<file path="config.mk">
export PLATFORM = sky130hd
export DESIGN_NAME = score_display_ctrl
export DESIGN_NICKNAME = d
export VERILOG_FILES = /design/src/rtl/score_display_ctrl.sv
export SDC_FILE = /design/constraint.sdc
export NUM_CORES = 1
export LEC_CHECK = 0
export BUFFER_PORTS_ARGS = -buffer_cell sky130_fd_sc_hd__buf_2
export CORE_MARGIN = 2
export CORE_UTILIZATION = 45
export CTS_CLUSTER_SIZE = 25
export DETAILED_ROUTE_END_ITERATION = 16
export HOLD_SLACK_MARGIN = 0.03
export SYNTH_ARGS = -nofsm -noshare
export SYNTH_HDL_FRONTEND = slang
export SYNTH_SLANG_ARGS = --single-unit
export TNS_END_PERCENT = 20
</file>
<file path="constraint.sdc">
create_clock -name clk -period 4.12 [get_ports clk]
set_input_delay 0.412 -clock clk [delete_from_list [all_inputs] [get_ports clk]]
set_output_delay 0.412 -clock clk [all_outputs]
set_load 0.02 [all_outputs]
</file>
<file path="src/rtl/score_display_ctrl.sv">
// Game-level controller feeding the four digits of the seven-segment multiplexer:
// BCD score / high score, IDLE/PLAY/OVER sequencing and game-over blinking.
module score_display_ctrl #(
  parameter int BLINK_DIV = 25000000,
  parameter int CW        = 25
) (
  input  logic       clk,
  input  logic       rst,
  input  logic       start,
  input  logic       score_inc,
  input  logic       game_over,
  output logic [3:0] num_1,
  output logic [3:0] num_2,
  output logic [3:0] num_3,
  output logic [3:0] num_4,
  output logic       playing,
  output logic       new_record
);

  typedef enum logic [1:0] {IDLE, PLAY, OVER} state_t;

  localparam logic [3:0]    BLANK      = 4'hF;
  localparam logic [CW-1:0] BLINK_LAST = CW'(BLINK_DIV - 1);

  state_t        state_q, state_d;
  logic [7:0]    score_q, score_d;
  logic [7:0]    hi_q, hi_d;
  logic [CW-1:0] blink_cnt_q, blink_cnt_d;
  logic          blink_on_q, blink_on_d;
  logic          new_record_q, new_record_d;
  logic [3:0]    num_1_q, num_1_d;
  logic [3:0]    num_2_q, num_2_d;
  logic [3:0]    num_3_q, num_3_d;
  logic [3:0]    num_4_q, num_4_d;
  logic          playing_q, playing_d;
  logic [7:0]    score_inc_val;

  // Two-digit BCD increment that sticks at 99 instead of wrapping.
  function automatic logic [7:0] bcd_inc_sat(input logic [7:0] v);
    logic [7:0] r;
    if (v == 8'h99)
      r = v;
    else if (v[3:0] == 4'd9)
      r = {v[7:4] + 4'd1, 4'd0};
    else
      r = {v[7:4], v[3:0] + 4'd1};
    return r;
  endfunction

  always_comb begin
    state_d       = state_q;
    score_d       = score_q;
    hi_d          = hi_q;
    blink_cnt_d   = blink_cnt_q;
    blink_on_d    = blink_on_q;
    new_record_d  = new_record_q;
    score_inc_val = score_inc ? bcd_inc_sat(score_q) : score_q;

    case (state_q)
      IDLE: begin
        if (start) begin
          state_d = PLAY;
          score_d = 8'h00;
        end
      end
      PLAY: begin
        score_d = score_inc_val;
        if (game_over) begin
          state_d     = OVER;
          blink_cnt_d = '0;
          blink_on_d  = 1'b1;
          // BCD digits compare correctly as a plain unsigned byte.
          if (score_inc_val > hi_q) begin
            hi_d         = score_inc_val;
            new_record_d = 1'b1;
          end else begin
            new_record_d = 1'b0;
          end
        end
      end
      OVER: begin
        if (start) begin
          state_d      = PLAY;
          score_d      = 8'h00;
          new_record_d = 1'b0;
          blink_cnt_d  = '0;
          blink_on_d   = 1'b1;
        end else if (blink_cnt_q == BLINK_LAST) begin
          blink_cnt_d = '0;
          blink_on_d  = ~blink_on_q;
        end else begin
          blink_cnt_d = blink_cnt_q + CW'(1);
        end
      end
      default: state_d = IDLE;
    endcase
  end

  // Outputs are decoded from the next-state values so the registered outputs
  // always match the registered state.
  always_comb begin
    num_1_d   = BLANK;
    num_2_d   = BLANK;
    num_3_d   = hi_d[7:4];
    num_4_d   = hi_d[3:0];
    playing_d = (state_d == PLAY);
    case (state_d)
      PLAY: begin
        num_1_d = score_d[7:4];
        num_2_d = score_d[3:0];
      end
      OVER: begin
        if (blink_on_d) begin
          num_1_d = score_d[7:4];
          num_2_d = score_d[3:0];
        end else if (new_record_d) begin
          num_3_d = BLANK;
          num_4_d = BLANK;
        end
      end
      default: ;
    endcase
  end

  always_ff @(posedge clk or posedge rst) begin
    if (rst) begin
      state_q      <= IDLE;
      score_q      <= 8'h00;
      hi_q         <= 8'h00;
      blink_cnt_q  <= '0;
      blink_on_q   <= 1'b1;
      new_record_q <= 1'b0;
      num_1_q      <= BLANK;
      num_2_q      <= BLANK;
      num_3_q      <= 4'h0;
      num_4_q      <= 4'h0;
      playing_q    <= 1'b0;
    end else begin
      state_q      <= state_d;
      score_q      <= score_d;
      hi_q         <= hi_d;
      blink_cnt_q  <= blink_cnt_d;
      blink_on_q   <= blink_on_d;
      new_record_q <= new_record_d;
      num_1_q      <= num_1_d;
      num_2_q      <= num_2_d;
      num_3_q      <= num_3_d;
      num_4_q      <= num_4_d;
      playing_q    <= playing_d;
    end
  end

  assign num_1      = num_1_q;
  assign num_2      = num_2_q;
  assign num_3      = num_3_q;
  assign num_4      = num_4_q;
  assign playing    = playing_q;
  assign new_record = new_record_q;

endmodule

</file>
==> results of run 1 <==
## routing by layer
metal | global-route usage [%] | part of all wire (%) | up-vias
met2 | 35.07 | 50 | 42
li1 | - | - | 1427
met4 | 6.740 | 1.8 | 0
met1 | 23.16 | 44 | 1370
met5 | 0 | 0 | -
met3 | 5.157 | 3.6 | 15
## state kept, by name, indices dropped and copies added (netlist names)
register / cells
new_record: 1
playing: 1
hi_q: 8
score_q: 8
blink_on_q: 1
num_4: 4
state_q: 2
num_3: 4
blink_cnt_q: 25
num_2: 4
num_1: 4
## Yosys cell counts, drive strengths merged (3+ instances only)
master / count
ha: 19
nor3: 12
buf: 7
and4: 6
nand3: 11
o21a: 3
nand3b: 4
a21o: 3
inv: 29
dfstp: 9
xor2: 8
nand2b: 3
dfrtp: 53
o211ai: 3
a31oi: 7
a211oi: 4
o21ai: 20
nand2: 32
nor4: 3
nor2b: 5
nand4: 10
xnor2: 13
a21oi: 27
o22ai: 9
o31ai: 3
nor2: 39
and3: 6
## stage by stage
stage	hold WS [ps]	instances	instance area, µm²	total power, mW
final	277.1	516	3959	2.647
after global routing	367.3	516	3959	2.871
after CTS	308.3	516	3959	2.673
after detailed placement	491.7	500	3789	2.193
after global placement	482.0	500	3789	2.169
after floorplan	457.1	383	3590	1.862
## cell type report
cell class | instances | area, µm²
fillers | 749 | 3769
multi-input cells | 283 | 1864
flip-flops and latches | 62 | 1563
clock buffers | 12 | 145.1
well taps | 102 | 127.6
repair buffers | 24 | 125.1
inverters | 29 | 108.9
clock inverters | 4 | 25.02
## final timing paths
check | to | slack [ps] | cells past startpoint
worst min register to register | blink_cnt_q[1] | 500 | 2
worst min-delay path | num_3[1] | 280 | 3
min in group clk | blink_cnt_q[1] | 500 | 2
worst max register to register | num_3[0] | 830 | 11
max in group asynchronous | score_q[6] | 3350 | 3
worst max-delay path | num_3[0] | 830 | 11
## cell usage in the layout, fill, tap and decap left out, drive strengths merged, types with 4 or more instances in the layout
cell,netlist,final
a211oi,4,4
a21oi,27,27
a31oi,7,7
and3,6,6
and4,6,6
buf,7,24
clkbuf,2,12
dfrtp,53,53
dfstp,9,9
ha,19,19
inv,29,29
nand2,32,32
nand3,11,11
nand3b,4,4
nand4,10,10
nor2,39,39
nor2b,5,5
nor3,12,12
o21ai,20,20
o22ai,9,9
xnor2,13,13
xor2,8,8
## worst max-delay path: stages, from the launching register on
cell and delay [ps]:
dfrtp_1 420, inv_1 100, ha_1 210, nand4b_1 250
nor2_1 280, a21oi_1 150, ha_1 330, a211o_1 290
a21oi_1 230, o211ai_2 270, a32oi_4 450, o22ai_1 150
## logic make-up after synthesis
kind of cell / after synthesis / share of synthesized area [%]
buf+inv: 38 / 4.531
compound gates: 96 / 18.19
fa+ha+maj: 19 / 6.623
xor+xnor: 21 / 5.124
mux: 2 / 0.6274
flops: 62 / 43.53
simple gates: 145 / 21.37
## power by group
group | switching (mW) | internal (mW) | leakage, nW
registers | 0.0768 | 0.797 | 0.811
logic | 0.854 | 0.449 | 0.919
clock network | 0.238 | 0.233 | 0.0824
==> flow_summary.ini, run 1 <==
[flow_run]
drv_cap = 0

[floorplan]
pin_count = 23
floorplan.initialDensity_pct = 46.45
die_h_um = 93.32
die_w_um = 93.32
core_area_um2 = 7727
rows = 32
die_area_um2 = 8708

[cts]
cts-root-buf = clkbuf_8
cts_tree = done
clkLatencyLatePin_ps = 350
cts_made_buffers = 9
numClockSinks = 62
ctsHoldBuffers = 0
post-cts-setup-buffer-count = 0
clock_path_buffers = 2
post_cts_resized = 0
path_clk_slew_ps = 70
cts_max_level = 3

[global_routing]
grt_usage_pct = 19.80
overflow = 0
grt_pass1_vias = 2985
antenna_found_initial = 0
grt_max_degree = 63
grt_first_pass_wirelength_um = 13590

[sta]
worst_pin_slew_ps = 757.1
clock.fmax_ghz = 0.3042
setup_violations = 0
period_needed_ps = 3287
slew_headroom_pct = 49.52
clock_skew_ps = 10.66
period_share_pct = 79.78
finalMaxSlewViolations = 0
setup_slack_ps = 833.2
hold_viol = 0
tns_ps = 0
rsz0062_at_grt = no

[cells_and_area]
fin_util_pct = 51.23
nets = 433
drive_gt1_share_pct = 15.70
num_antenna_cells = 0
area_growth_pct = 10.28

[worst_setup_path]
cp-startpoint = score_q[1]
path_max_fanout = 9
r2r-start = score_q[1]
crit_type = reg2reg
endpoint_kind = register
cp.required_ps = 4310
startpoint_type = register
crit_arrival_ps = 3470

[yosys]
yosysTopAreaCell = dfrtp_1
synth_edf_count = 0
yosys-top-cells-area = dfrtp_1 (37%), ha_1 (6.6%), dfstp_2 (6.6%)
ys_seq_area_share_pct = 43.53
ys.flop_type = dfrtp_1
yosysTopAreaCellShare_pct = 36.95
synthesis.nets = 407
synth_area_um2 = 3590
ys_seq_elements = 62
async_flop_share_pct = 100.0
syn_area_per_cell_um2 = 9.373
synth_cell_types = 62
syn_inst = 383
yosysWarnings = 0

[placement]
dp_slack_ps = 883.2
port_buffers = 22
place_congestion = 0.9067
dp_hpwl_um = 5657

[pwr]
leakagePower_nw = 1.812
power_density_nw_per_um2 = 668.6
peakVddDrop_mv = 0.2303

[route]
vias_per_cell = 5.531
vias = 2854
drt-initial-drc-count = 94
final_antenna_net_count = 0
drtPass1Iterations = 4
drc = 0
wire_per_inst_um = 15.19
routed_wl_um = 7838

[run_status]
status = finished clean

[min_path]
hold_path.class = in2async
Note: power is estimated with default switching activity, not from simulation.
==> inputs of run 2 (changes only) <==
clock period = 2.7 ns   (was 4.12 ns; I/O delays follow)
==> run 2 against run 1 <==
The flow now finishes with violations (setup timing). Global-route usage up 1.3 points. Critical path depth stayed put. Sequential share of layout area shrank 3.7 points. Utilization up 5.2 points. Combinational power grew 80%. Count of clock-buffer cells in the layout shrank 1. Via count grew 6.7%. Worst setup slack lost 970 ps. First-iteration DRC count rose by 21%. Hold slack better by 130 ps. Cell count grew 7.9%.
==> flow_summary.ini, run 2 (same netlist as run 1, synthesis figures left out) <==
[cts]
cts-root-buf = clkbuf_8
clkLatencyLatePin_ps = 350
cts_made_buffers = 9
numClockSinks = 62
cts_tree = done
cts_max_level = 3
clock_path_buffers = 2
path_clk_slew_ps = 70

[floorplan]
core_area_um2 = 7727
rows = 32
die_h_um = 93.32
die_w_um = 93.32
pin_count = 23
die_area_um2 = 8708
floorplan.initialDensity_pct = 46.45

[pwr]
p_switching_mw = 1.896
peakVddDrop_mv = 0.3270
total_power_mw = 4.454
combinationalPowerShare_pct = 52.5
power_density_nw_per_um2 = 1021
p_clk_share_pct = 17.5
seq_power_share_pct = 30.1
intPower_mw = 2.558
leakagePower_nw = 2.040
switching_share_pct = 42.58

[cells_and_area]
nets = 474
num_antenna_cells = 0
area_growth_pct = 21.58
final_common_cell = dfrtp_1
largest_reg_flops = 25
finalNonFillerCells = 557
drive_gt1_share_pct = 26.81
fillers = 682
fin_util_pct = 56.48
mostFrequentLayoutCells = dfrtp_1 (53), buf_4 (41), nor2_1 (38)
top_regs = blink_cnt_q: 25 flops, hi_q: 8 flops, score_q: 8 flops
regMostFlops = blink_cnt_q

[route]
drtPass1Iterations = 4
routed_wl_um = 8308
vias_per_cell = 5.469
wire_per_inst_um = 14.92
final_antenna_net_count = 0
drc = 0
drt-initial-drc-count = 114
vias = 3046

[worst_setup_path]
reg2reg_depth = 11
reg2reg_slack_ps = -140
crit_arrival_ps = 3040
path_max_fanout = 5
r2r_end = num_3[1]
cp.required_ps = 2890
crit_type = reg2reg
r2r-start = score_q[1]
startpoint_type = register
endpoint_kind = register

[min_path]
min_delay_path_depth = 4
worstHoldEndpoint = state_q[0]
hp-start = start
hold_path.class = in2reg

[sta]
clock.fmax_ghz = 0.3520
period_needed_ps = 2841
setup_violations = 14
tns_ps = -1221
setup_slack_ps = -140.7
rsz0062_at_grt = yes
hold_viol = 0
clock_skew_ps = 5.785
period_share_pct = 105.2
worst_pin_slew_ps = 704.8
slew_headroom_pct = 52.70
finalMaxSlewViolations = 0

[global_routing]
grt_usage_pct = 21.10
grt_pass1_vias = 3055
antenna_found_initial = 0
grt_max_degree = 40
grt_use_met3_pct = 3.223
use_met2_pct = 35.79
busiest_layer = met2
overflow = 0
grt_first_pass_wirelength_um = 14460
grt_use_met1_pct = 26.75

[run_status]
violations = setup timing
status = finished with violations

[flow_run]
drv_cap = 0

[placement]
post-place-cells = 536
dp_hpwl_um = 6097
port_buffers = 22
place_congestion = 0.8546
run 2: layout make-up:
cell class                 instances  area (µm²)  area share [%]
inverter                          29       108.9           2.494
sequential                        62        1563           35.81
timing repair buffer              64       427.9           9.805
tap                              102       127.6           2.924
multi-input combinational        284        1956           44.81
clock buffer                      11       131.4           3.010
clock inverter                     5       50.05           1.147
run 2: what timing repair did:
item | CTS | global route
hold buffers | 1 | 0
buffers inserted | 3 | 0
setup endpoints to repair | 17 | 17
endpoints found under the hold margin | 22 | 0
pin swaps | 8 | 9
cloned | 1 | 0
resized for setup | 13 | 8
run 2: power by group through the flow:
| stage | clock [mW] | combinational (mW) | sequential [mW] |
|---|---|---|---|
| after floorplan | 0 | 1.36 | 1.49 |
| after global placement | 0 | 2.16 | 1.34 |
| after detailed placement | 0 | 2.19 | 1.34 |
| after CTS | 0.797 | 2.29 | 1.34 |
| after global routing | 0.843 | 2.60 | 1.36 |
| final | 0.779 | 2.34 | 1.34 |
run 2: how the worst max path moves through the flow:
stage,from,to,slack [ps],cells after the start
CTS,score_q[1],num_3[1],-160,11
global placement,score_q[1],num_3[3],-130,11
finish,score_q[1],num_3[1],-140,11
floorplan,score_q[5],num_4[0],-50,12
global route,score_q[1],num_4[0],-310,11
detailed placement,score_q[1],num_3[1],-220,11
run 2: layer usage:
metal / vias up / wire length (µm)
met4: 0 / 189
met3: 15 / 189
met1: 1469 / 3753
li1: 1523 / -
met5: - / 0
met2: 39 / 4176
run 2: worst max-delay path, cell delays in order, from the launching register on:
cell and delay [ps]:
dfrtp_1 390, inv_2 80, ha_4 140, nand4b_1 210, o21ai_1 220, o21ai_2 90
ha_1 320, nand4_1 120, or3_4 390, and3b_2 260, a32oi_4 330, o211ai_1 130
run 2: per-stage QoR:
stage	instance area, µm²	hold WS [ps]	setup slack (ps)
after floorplan	3598	457.1	-54.33
after global placement	4068	330.9	-131.7
after detailed placement	4068	339.4	-215.2
after CTS	4338	388.6	-161.3
after global routing	4364	462.3	-310.2
final	4364	404.6	-140.7
